File: src/rtl/irq_gateway_pkg.sv
// Shared core package: privilege/mcause encodings plus interrupt gateway types.
// Pulled in by the gateway and its source latch with import irq_gateway_pkg::*.
package irq_gateway_pkg;

   typedef enum logic [1:0] {
      PRIV_U = 2'b00,
      PRIV_S = 2'b01,
      PRIV_M = 2'b11
   } privilege_e;

   typedef enum logic [4:0] {
      MCAUSE_MSI = 5'd3,
      MCAUSE_MTI = 5'd7,
      MCAUSE_MEI = 5'd11
   } mcause_e;

   typedef enum logic [1:0] {
      IDLE    = 2'd0,
      PENDING = 2'd1,
      HOLDOFF = 2'd2
   } irq_state_e;

   typedef enum logic [1:0] {
      NONE  = 2'd0,
      EXT   = 2'd1,
      SOFT  = 2'd2,
      TIMER = 2'd3
   } irq_sel_e;

   localparam int unsigned HOLDOFF_CNT_W = 4;

   // elig is {ext, soft, timer}; order matches the controller's mcause decode
   function automatic irq_sel_e irq_arbitrate(input logic [2:0] elig);
      irq_sel_e sel;
      sel = NONE;
      if (elig[2]) begin
         sel = EXT;
      end else if (elig[1]) begin
         sel = SOFT;
      end else if (elig[0]) begin
         sel = TIMER;
      end
      return sel;
   endfunction

   function automatic mcause_e irq_sel_to_mcause(input irq_sel_e sel);
      mcause_e cause;
      cause = MCAUSE_MEI;
      if (sel == SOFT) begin
         cause = MCAUSE_MSI;
      end else if (sel == TIMER) begin
         cause = MCAUSE_MTI;
      end
      return cause;
   endfunction

endpackage

File: src/rtl/irq_gateway_src_latch.sv
// irq_src_latch: per-source input register and pending flop.
// EDGE_EN selects rising-edge capture with ack-driven clear; otherwise level.
module irq_src_latch
   import irq_gateway_pkg::*;
#(
   parameter bit EDGE_EN = 1'b0
) (
   input  logic clk,
   input  logic reset_n,
   input  logic irq_in,
   input  logic clr,
   output logic pending
);

   logic in_q;
   logic in_d;
   logic pend_q;
   logic pend_d;
   logic rise;

   always_comb begin
      in_d = irq_in;
      rise = irq_in & ~in_q;
      // a fresh edge coinciding with the clearing ack keeps the source pending
      if (EDGE_EN) begin
         pend_d = rise | (pend_q & ~clr);
      end else begin
         pend_d = irq_in;
      end
   end

   always_ff @(posedge clk or negedge reset_n) begin
      if (!reset_n) begin
         in_q   <= 1'b0;
         pend_q <= 1'b0;
      end else begin
         in_q   <= in_d;
         pend_q <= pend_d;
      end
   end

   assign pending = pend_q;

endmodule

File: src/rtl/irq_gateway.sv
// Machine interrupt gateway: gates, arbitrates and holds one taken request.
// Define IRQ_EXT_EDGE_EN for an edge-triggered external interrupt (meip).
module irq_gateway
   import irq_gateway_pkg::*;
#(
   parameter int unsigned HOLDOFF_CYCLES = 2
) (
   input  logic clk,
   input  logic reset_n,
   input  logic ext_irq,
   input  logic soft_irq,
   input  logic timer_irq,
   input  logic mstatus_mie,
   input  logic mie_meie,
   input  logic mie_msie,
   input  logic mie_mtie,
   input  logic core_sleep,
   input  logic irq_ack,
   output logic extern_irq_taken,
   output logic soft_irq_taken,
   output logic timer_irq_taken,
   output logic mip_meip,
   output logic mip_msip,
   output logic mip_mtip
);

`ifdef IRQ_EXT_EDGE_EN
   localparam bit EXT_EDGE = 1'b1;
`else
   localparam bit EXT_EDGE = 1'b0;
`endif

   localparam logic [HOLDOFF_CNT_W-1:0] HOLDOFF_LOAD =
      HOLDOFF_CNT_W'(HOLDOFF_CYCLES - 1);

   irq_state_e state_q;
   irq_state_e state_d;
   irq_sel_e   sel_q;
   irq_sel_e   sel_d;
   irq_sel_e   arb_sel;
   logic [HOLDOFF_CNT_W-1:0] cnt_q;
   logic [HOLDOFF_CNT_W-1:0] cnt_d;

   logic       ext_pend;
   logic       soft_pend;
   logic       timer_pend;
   logic       ext_clr;
   logic       glb_en;
   logic [2:0] elig;
   logic       in_pending;

   assign in_pending = (state_q == PENDING);
   assign ext_clr    = in_pending & irq_ack & (sel_q == EXT);

   irq_src_latch #(.EDGE_EN(EXT_EDGE)) u_ext (
      .clk     (clk),
      .reset_n (reset_n),
      .irq_in  (ext_irq),
      .clr     (ext_clr),
      .pending (ext_pend)
   );

   irq_src_latch #(.EDGE_EN(1'b0)) u_soft (
      .clk     (clk),
      .reset_n (reset_n),
      .irq_in  (soft_irq),
      .clr     (1'b0),
      .pending (soft_pend)
   );

   irq_src_latch #(.EDGE_EN(1'b0)) u_timer (
      .clk     (clk),
      .reset_n (reset_n),
      .irq_in  (timer_irq),
      .clr     (1'b0),
      .pending (timer_pend)
   );

   // WFI wake bypasses the global enable but still honours mie
   always_comb begin
      glb_en  = mstatus_mie | core_sleep;
      elig[2] = ext_pend   & mie_meie & glb_en;
      elig[1] = soft_pend  & mie_msie & glb_en;
      elig[0] = timer_pend & mie_mtie & glb_en;
      arb_sel = irq_arbitrate(elig);
   end

   always_comb begin
      state_d = state_q;
      sel_d   = sel_q;
      cnt_d   = cnt_q;
      unique case (state_q)
         IDLE: begin
            if (arb_sel != NONE) begin
               sel_d   = arb_sel;
               state_d = PENDING;
            end
         end
         PENDING: begin
            if (irq_ack) begin
               state_d = HOLDOFF;
               cnt_d   = HOLDOFF_LOAD;
            end
         end
         HOLDOFF: begin
            if (cnt_q == '0) begin
               state_d = IDLE;
            end else begin
               cnt_d = cnt_q - 1'b1;
            end
         end
         default: begin
            state_d = IDLE;
         end
      endcase
   end

   always_ff @(posedge clk or negedge reset_n) begin
      if (!reset_n) begin
         state_q <= IDLE;
         sel_q   <= NONE;
         cnt_q   <= '0;
      end else begin
         state_q <= state_d;
         sel_q   <= sel_d;
         cnt_q   <= cnt_d;
      end
   end

   assign extern_irq_taken = in_pending & (sel_q == EXT);
   assign soft_irq_taken   = in_pending & (sel_q == SOFT);
   assign timer_irq_taken  = in_pending & (sel_q == TIMER);

   assign mip_meip = ext_pend;
   assign mip_msip = soft_pend;
   assign mip_mtip = timer_pend;

endmodule

File: config.mk
export PLATFORM = sky130hd
export DESIGN_NAME = irq_gateway
export DESIGN_NICKNAME = d
export VERILOG_FILES = /design/src/rtl/irq_gateway_pkg.sv /design/src/rtl/irq_gateway_src_latch.sv /design/src/rtl/irq_gateway.sv
export SDC_FILE = /design/constraint.sdc
export NUM_CORES = 1
export LEC_CHECK = 0
export CORE_UTILIZATION = 35
export DETAILED_ROUTE_END_ITERATION = 10
export GPL_ROUTABILITY_DRIVEN = 0
export PLACE_DENSITY_LB_ADDON = 0.12
export SLEW_MARGIN = 20
export SYNTH_ARGS = -nofsm -noshare
export SYNTH_HDL_FRONTEND = slang
export SYNTH_SLANG_ARGS = --single-unit
File: constraint.sdc
create_clock -name clk -period 1.9 [get_ports clk]
set_input_delay 0.57 -clock clk [delete_from_list [all_inputs] [get_ports clk]]
set_output_delay 0.57 -clock clk [all_outputs]
set_load 0.02 [all_outputs]
==> impl_metrics.yaml, run 1 <==
run_status:
  status: "complete, no violations"
global_route:
  grt_max_degree: 12
  antenna_found_initial: 0
  grt_pass1_wl_um: 1940
  overflow: 0
  grt_pass1_vias: 413
  grtUsageTotal_pct: 15.1
logic_synthesis:
  yosysWarnings: 0
  ys_seq_area_share_pct: 50.3
  synth.top_cells.by_area: "dfrtp_1 (50%), a31oi_1 (5.7%), a22o_1 (4.8%), ha_1 (4.6%), and3b_1 (3.2%)"
  syn-mean-instance-area_um2: 10.5
  synth_top_area_cell: "dfrtp_1"
  netlist_area_um2: 547
  ys_ff_latch: 11
  netlist.area_leader.share_pct: 50.3
  synth.distinct_cells: 24
  synth_nets: 65
  synth_cells: 52
power:
  power_uw: 979
  p_leak_nw: 0.362
  pwr_density_cell_mw_per_mm2: 1300
  vdd_drop_max_mv: 0.511
worst_setup_path:
  cp-end-kind: "primary output"
  worstPathCellList: "clkdlybuf4s50_1"
  reg2reg_slack_ns: 0.31
  reg2reg_to: "cnt_q[1]"
  crit_fanout: 3
  cpLargestDelayFamily: "buffers and inverters"
  slowest_delay_ns: 0.61
  worstPathArrival_ns: 1.25
  cp-start-kind: "register"
  path_buf_inv: 1
  crit_path_start: "u_timer.pending"
  r2r-start: "cnt_q[0]"
  crit_type: "reg2out"
  cp.required_ns: 1.33
  cp_slowest_cell: "clkdlybuf4s50_1"
  rr_worst_depth: 5
die:
  rows: 13
  die_w_um: 41.5
  start_util_pct: 39.5
  core_area_mm2: 0.00138
  io-pin-count: 17
  dieArea_mm2: 0.00172
  chipHeight_um: 41.5
cts:
  postCtsSetupBuffers: 0
  cts_tree: "yes"
  worstSkewPairLatency_ns: 0.26
  cts-root-buf: "clkbuf_4"
  clkSinkCount: 11
  cts_buffer_depth: 2
  path_clk_slew_ns: 0.07
  numCtsBuffers: 3
  htreeDepth: 1
sta:
  setup_violations: 0
  tightestPinTransition_ns: 0.513
  hold_slack_ns: 0.524
  rsz0062_at_grt: "false"
  period_share_pct: 95.7
  relSlewSlack_pct: 65.7
  slew_violations: 0
  fmax_mhz: 550
  final_hold_viol_count: 0
  fin_skew_ns: 0.000371
  period_needed_ns: 1.82
  tns_ns: 0
finish:
  drive_gt1_share_pct: 15.1
  nNetsFinal: 87
  utilization_pct: 54.6
  diodes: 0
  area_growth_pct: 38.0
  mostFrequentLayoutCells: "dfrtp_1 (11), clkdlybuf4s50_1 (11), a31oi_1 (5)"
worst_hold_path:
  min_to: "cnt_q[0]"
  hold_class: "reg2reg"
  whs_path_depth: 1
  hold_start: "cnt_q[0]"
drt:
  post_drt_wl_per_cell_um: 13.1
  drc: 0
  dr.pass1.iters: 3
  drt_iter0_drc: 6
  drt-total-wl_um: 1150
  via_per_inst: 5.41
  postRouteAntennaNets: 0
  vias: 476
place:
  hpwl_um: 909
  portBuffers: 16
run:
  max_cap_violations: 0
-- power by group --
group | internal [mW] | leakage, nW | switching [mW]
Sequential | 0.314 | 0.133 | 0.0678
Combinational | 0.211 | 0.215 | 0.227
Clock | 0.0810 | 0.0150 | 0.0784
Total | 0.606 | 0.362 | 0.373
-- worst max-delay path by stage --
| stage | to | slack (ns) | cells after the start |
|---|---|---|---|
| detailed placement | extern_irq_taken | -0.04 | 3 |
| floorplan | soft_irq_taken | 0.40 | 3 |
| global route | mip_mtip | 0.02 | 1 |
| finish | mip_mtip | 0.08 | 1 |
| global placement | extern_irq_taken | -0.007 | 3 |
| CTS | extern_irq_taken | 0.01 | 3 |
-- repair_timing --
item                                    4_1_cts  5_1_grt
resized for setup                             7        5
gates cloned                                  0        0
hold buffers                                  0        0
endpoints found under the setup margin        3        5
-- cells by family after synthesis --
logic type | share of synthesized area [%]
AOI/OAI and AO/OA | 23.6
adders and majority gates | 4.58
buffers and inverters | 3.66
DFF | 50.3
and+or+nand+nor | 17.8
-- synth_stat cells --
master	instances
a211oi_1	1
a21o_1	1
a21oi_1	1
a221o_1	1
a22o_1	3
a311oi_1	1
a31oi_1	5
a32o_1	1
a41oi_1	1
and2_1	2
and3_1	1
and3b_1	2
buf_2	1
dfrtp_1	11
ha_1	2
inv_1	4
nand2_1	4
nor2_1	3
nor2b_1	2
nor3_1	1
o21ai_0	1
o21ai_2	1
or2_1	1
or3b_4	1
-- sequential cells by signal, indices dropped and copies added (netlist names) --
name / flops
cnt_q: 4
sel_q: 2
state_q: 2
u_ext.pending: 1
u_soft.pending: 1
u_timer.pending: 1
-- metal layers --
metal	share of wire [%]	GRT usage, %
met1	48	19.5
met2	46	22.2
met5	0	0
met3	5.7	5.22
met4	0	7.74
-- per-stage QoR --
stage / setup WS [ns] / instance area (µm²) / cells
4_1_cts: 0.0127 / 764 / 88
3_5_place_dp: -0.0403 / 736 / 84
5_1_grt: 0.0183 / 754 / 88
2_1_floorplan: 0.397 / 547 / 52
3_3_place_gp: -0.00691 / 736 / 84
6_report: 0.0809 / 754 / 88
-- final cells by class --
type                    count  area (µm²)
fillers                   129         628
flip-flops and latches     11         275
multi-input cells          36         254
repair buffers             18         165
clock buffers               4        26.3
well taps                  15        18.8
inverters                   4        15.0
No activity file was read; power rests on OpenSTA's default activity.
==> run 2: changes to the inputs <==
--- a/config.mk
+++ b/config.mk
@@ -5,11 +5,12 @@
 export SDC_FILE = /design/constraint.sdc
 export NUM_CORES = 1
 export LEC_CHECK = 0
-export CORE_UTILIZATION = 35
+export CORE_AREA = 2 2 39 41
 export DETAILED_ROUTE_END_ITERATION = 10
+export DIE_AREA = 0 0 41 43
 export GPL_ROUTABILITY_DRIVEN = 0
 export PLACE_DENSITY_LB_ADDON = 0.12
-export SLEW_MARGIN = 20
+export SLEW_MARGIN = 15
 export SYNTH_ARGS = -nofsm -noshare
 export SYNTH_HDL_FRONTEND = slang
 export SYNTH_SLANG_ARGS = --single-unit
==> run 2 against run 1 <==
Critical path depth did not move. Register-to-register slack barely moved. Highest routed layer unchanged. Clock power about the same. Largest power group unchanged. Critical endpoint is now mip_msip. Critical path type unchanged. Die area rose by 2.2%. Wire length fell by 12%. Sequential cell count unchanged. Worst setup slack got worse by 0.021 ns.
==> impl_metrics.yaml, run 2 (synthesized netlist as in run 1, its figures left out) <==
run_status:
  status: "complete, no violations"
sta:
  period_share_pct: 96.9
  period_needed_ns: 1.84
  slew_violations: 0
  tightestPinTransition_ns: 0.495
  fin_skew_ns: 0.00407
  final_hold_viol_count: 0
  tns_ns: 0
  rsz0062_at_grt: "false"
  relSlewSlack_pct: 66.9
  fmax_mhz: 543
  setup_violations: 0
finish:
  nNetsFinal: 88
  mostFrequentLayoutCells: "clkdlybuf4s50_1 (12), dfrtp_1 (11), a31oi_1 (5)"
  top_register: "cnt_q"
  seqCellArea_um2: 275
  area_growth_pct: 39.1
  final_area_um2: 761
  reg_top3: "cnt_q: 4 flops, sel_q: 2 flops, state_q: 2 flops"
  drive_gt1_share_pct: 16.2
  fillers: 127
  mostFrequentLayoutCell: "clkdlybuf4s50_1"
  largest_reg_flops: 4
  multi_input_area_um2: 254
  utilization_pct: 55.0
  diodes: 0
global_route:
  grt_busiest_layer: "met2"
  met3_usage_pct: 5.24
  grtUsageTotal_pct: 13.5
  use_met1_pct: 16.1
  antenna_found_initial: 0
  grt_use_met2_pct: 21.6
  grt_max_degree: 12
  grt_pass1_wl_um: 1620
  overflow: 0
  grt_pass1_vias: 427
worst_setup_path:
  r2r-start: "cnt_q[0]"
  cp_slowest_cell: "clkdlybuf4s50_1"
  worstPathCellList: "clkdlybuf4s50_1"
  cp-end-kind: "primary output"
  cpLargestDelayFamily: "buffers and inverters"
  crit_path_start: "u_soft.pending"
  crit_type: "reg2out"
  cp-start-kind: "register"
  worstPathArrival_ns: 1.27
  crit_fanout: 4
  slowest_delay_ns: 0.62
  cp.required_ns: 1.33
  path_buf_inv: 1
cts:
  htreeDepth: 1
  clkSinkCount: 11
  path_clk_slew_ns: 0.07
  postCtsSetupBuffers: 0
  cts_buffer_depth: 2
  cts-root-buf: "clkbuf_4"
  cts_tree: "yes"
  numCtsBuffers: 3
  worstSkewPairLatency_ns: 0.26
power:
  internal_power_uw: 617
  p_switching_uw: 363
  power_uw: 980
  combPwrFrac_pct: 45.3
  p_leak_nw: 0.358
  pwr_density_cell_mw_per_mm2: 1290
  pwr-share-seq_pct: 38.7
  switching_share_pct: 37.0
  vdd_drop_max_mv: 0.577
  clkPwrFrac_pct: 16.0
die:
  rows: 14
  dieArea_mm2: 0.00176
  start_util_pct: 39.5
  die_w_um: 41
  core_area_mm2: 0.00138
  io-pin-count: 17
  chipHeight_um: 43
worst_hold_path:
  hold_class: "reg2reg"
  hold_start: "cnt_q[0]"
place:
  placed_cell_area_um2: 744
  hpwl_um: 818
  portBuffers: 16
drt:
  post_drt_wl_per_cell_um: 11.2
  drt_iter0_drc: 0
  vias: 471
  drc: 0
  dr.pass1.iters: 1
  postRouteAntennaNets: 0
  via_per_inst: 5.23
  drt-total-wl_um: 1010
run:
  max_cap_violations: 0
-- run 2: cell count changes in the layout (fill, tap and decap cells not counted), sizes merged --
cell	before	now
clkdlybuf4s50	11	12
buf	2	3
dlymetal6s2s	2	1
-- run 2: worst reg2reg max path, cell delays in order (launching register included) --
cell	delay (ns)
dfrtp_1	0.41
inv_1	0.09
ha_1	0.18
or3b_4	0.41
a221o_1	0.37
o21ai_2	0.06
-- run 2: power groups by stage --
stage | clock [mW] | sequential, mW | combinational [mW]
after floorplan | 0 | 0.378 | 0.299
after global placement | 0 | 0.383 | 0.456
after detailed placement | 0 | 0.382 | 0.459
after CTS | 0.162 | 0.379 | 0.452
after global routing | 0.180 | 0.388 | 0.490
final | 0.157 | 0.380 | 0.444
-- run 2: timing repair --
| action | 4_1_cts | 5_1_grt |
|---|---|---|
| setup endpoints to repair | 3 | 4 |
| resized for setup | 5 | 6 |
| hold buffers | 0 | 0 |
-- run 2: worst paths after layout --
path | endpoint | cells past startpoint | slack, ns
setup reg to reg | cnt_q[1] | 5 | 0.32
min in group asynchronous | state_q[1] | 1 | 0.64
max in group asynchronous | u_timer.pending | 1 | 0.93
hold / removal | cnt_q[0] | 1 | 0.52
hold reg to reg | cnt_q[0] | 1 | 0.52
setup / recovery | mip_msip | 1 | 0.06
-- run 2: area by class of cell --
type | instances | share of cell area (%)
Clock buffer | 4 | 3.45
Inverter | 4 | 1.97
Multi-Input combinational cell | 36 | 33.4
Sequential cell | 11 | 36.2
Tap cell | 16 | 2.63
Timing Repair Buffer | 19 | 22.4
-- run 2: stage by stage --
stage               hold slack, ns  setup slack (ns)  cells
detailed placement           0.514           -0.0436     86
CTS                          0.523           0.00207     90
finish                       0.525            0.0596     90
global route                 0.559            0.0129     90
floorplan                    0.274             0.397     52
global placement             0.515           -0.0386     86
-- run 2: layer usage --
layer	wire (µm)	share of wire, %
met2	474	47
met1	486	48
met4	0	0
met5	0	0
met3	52	5.1
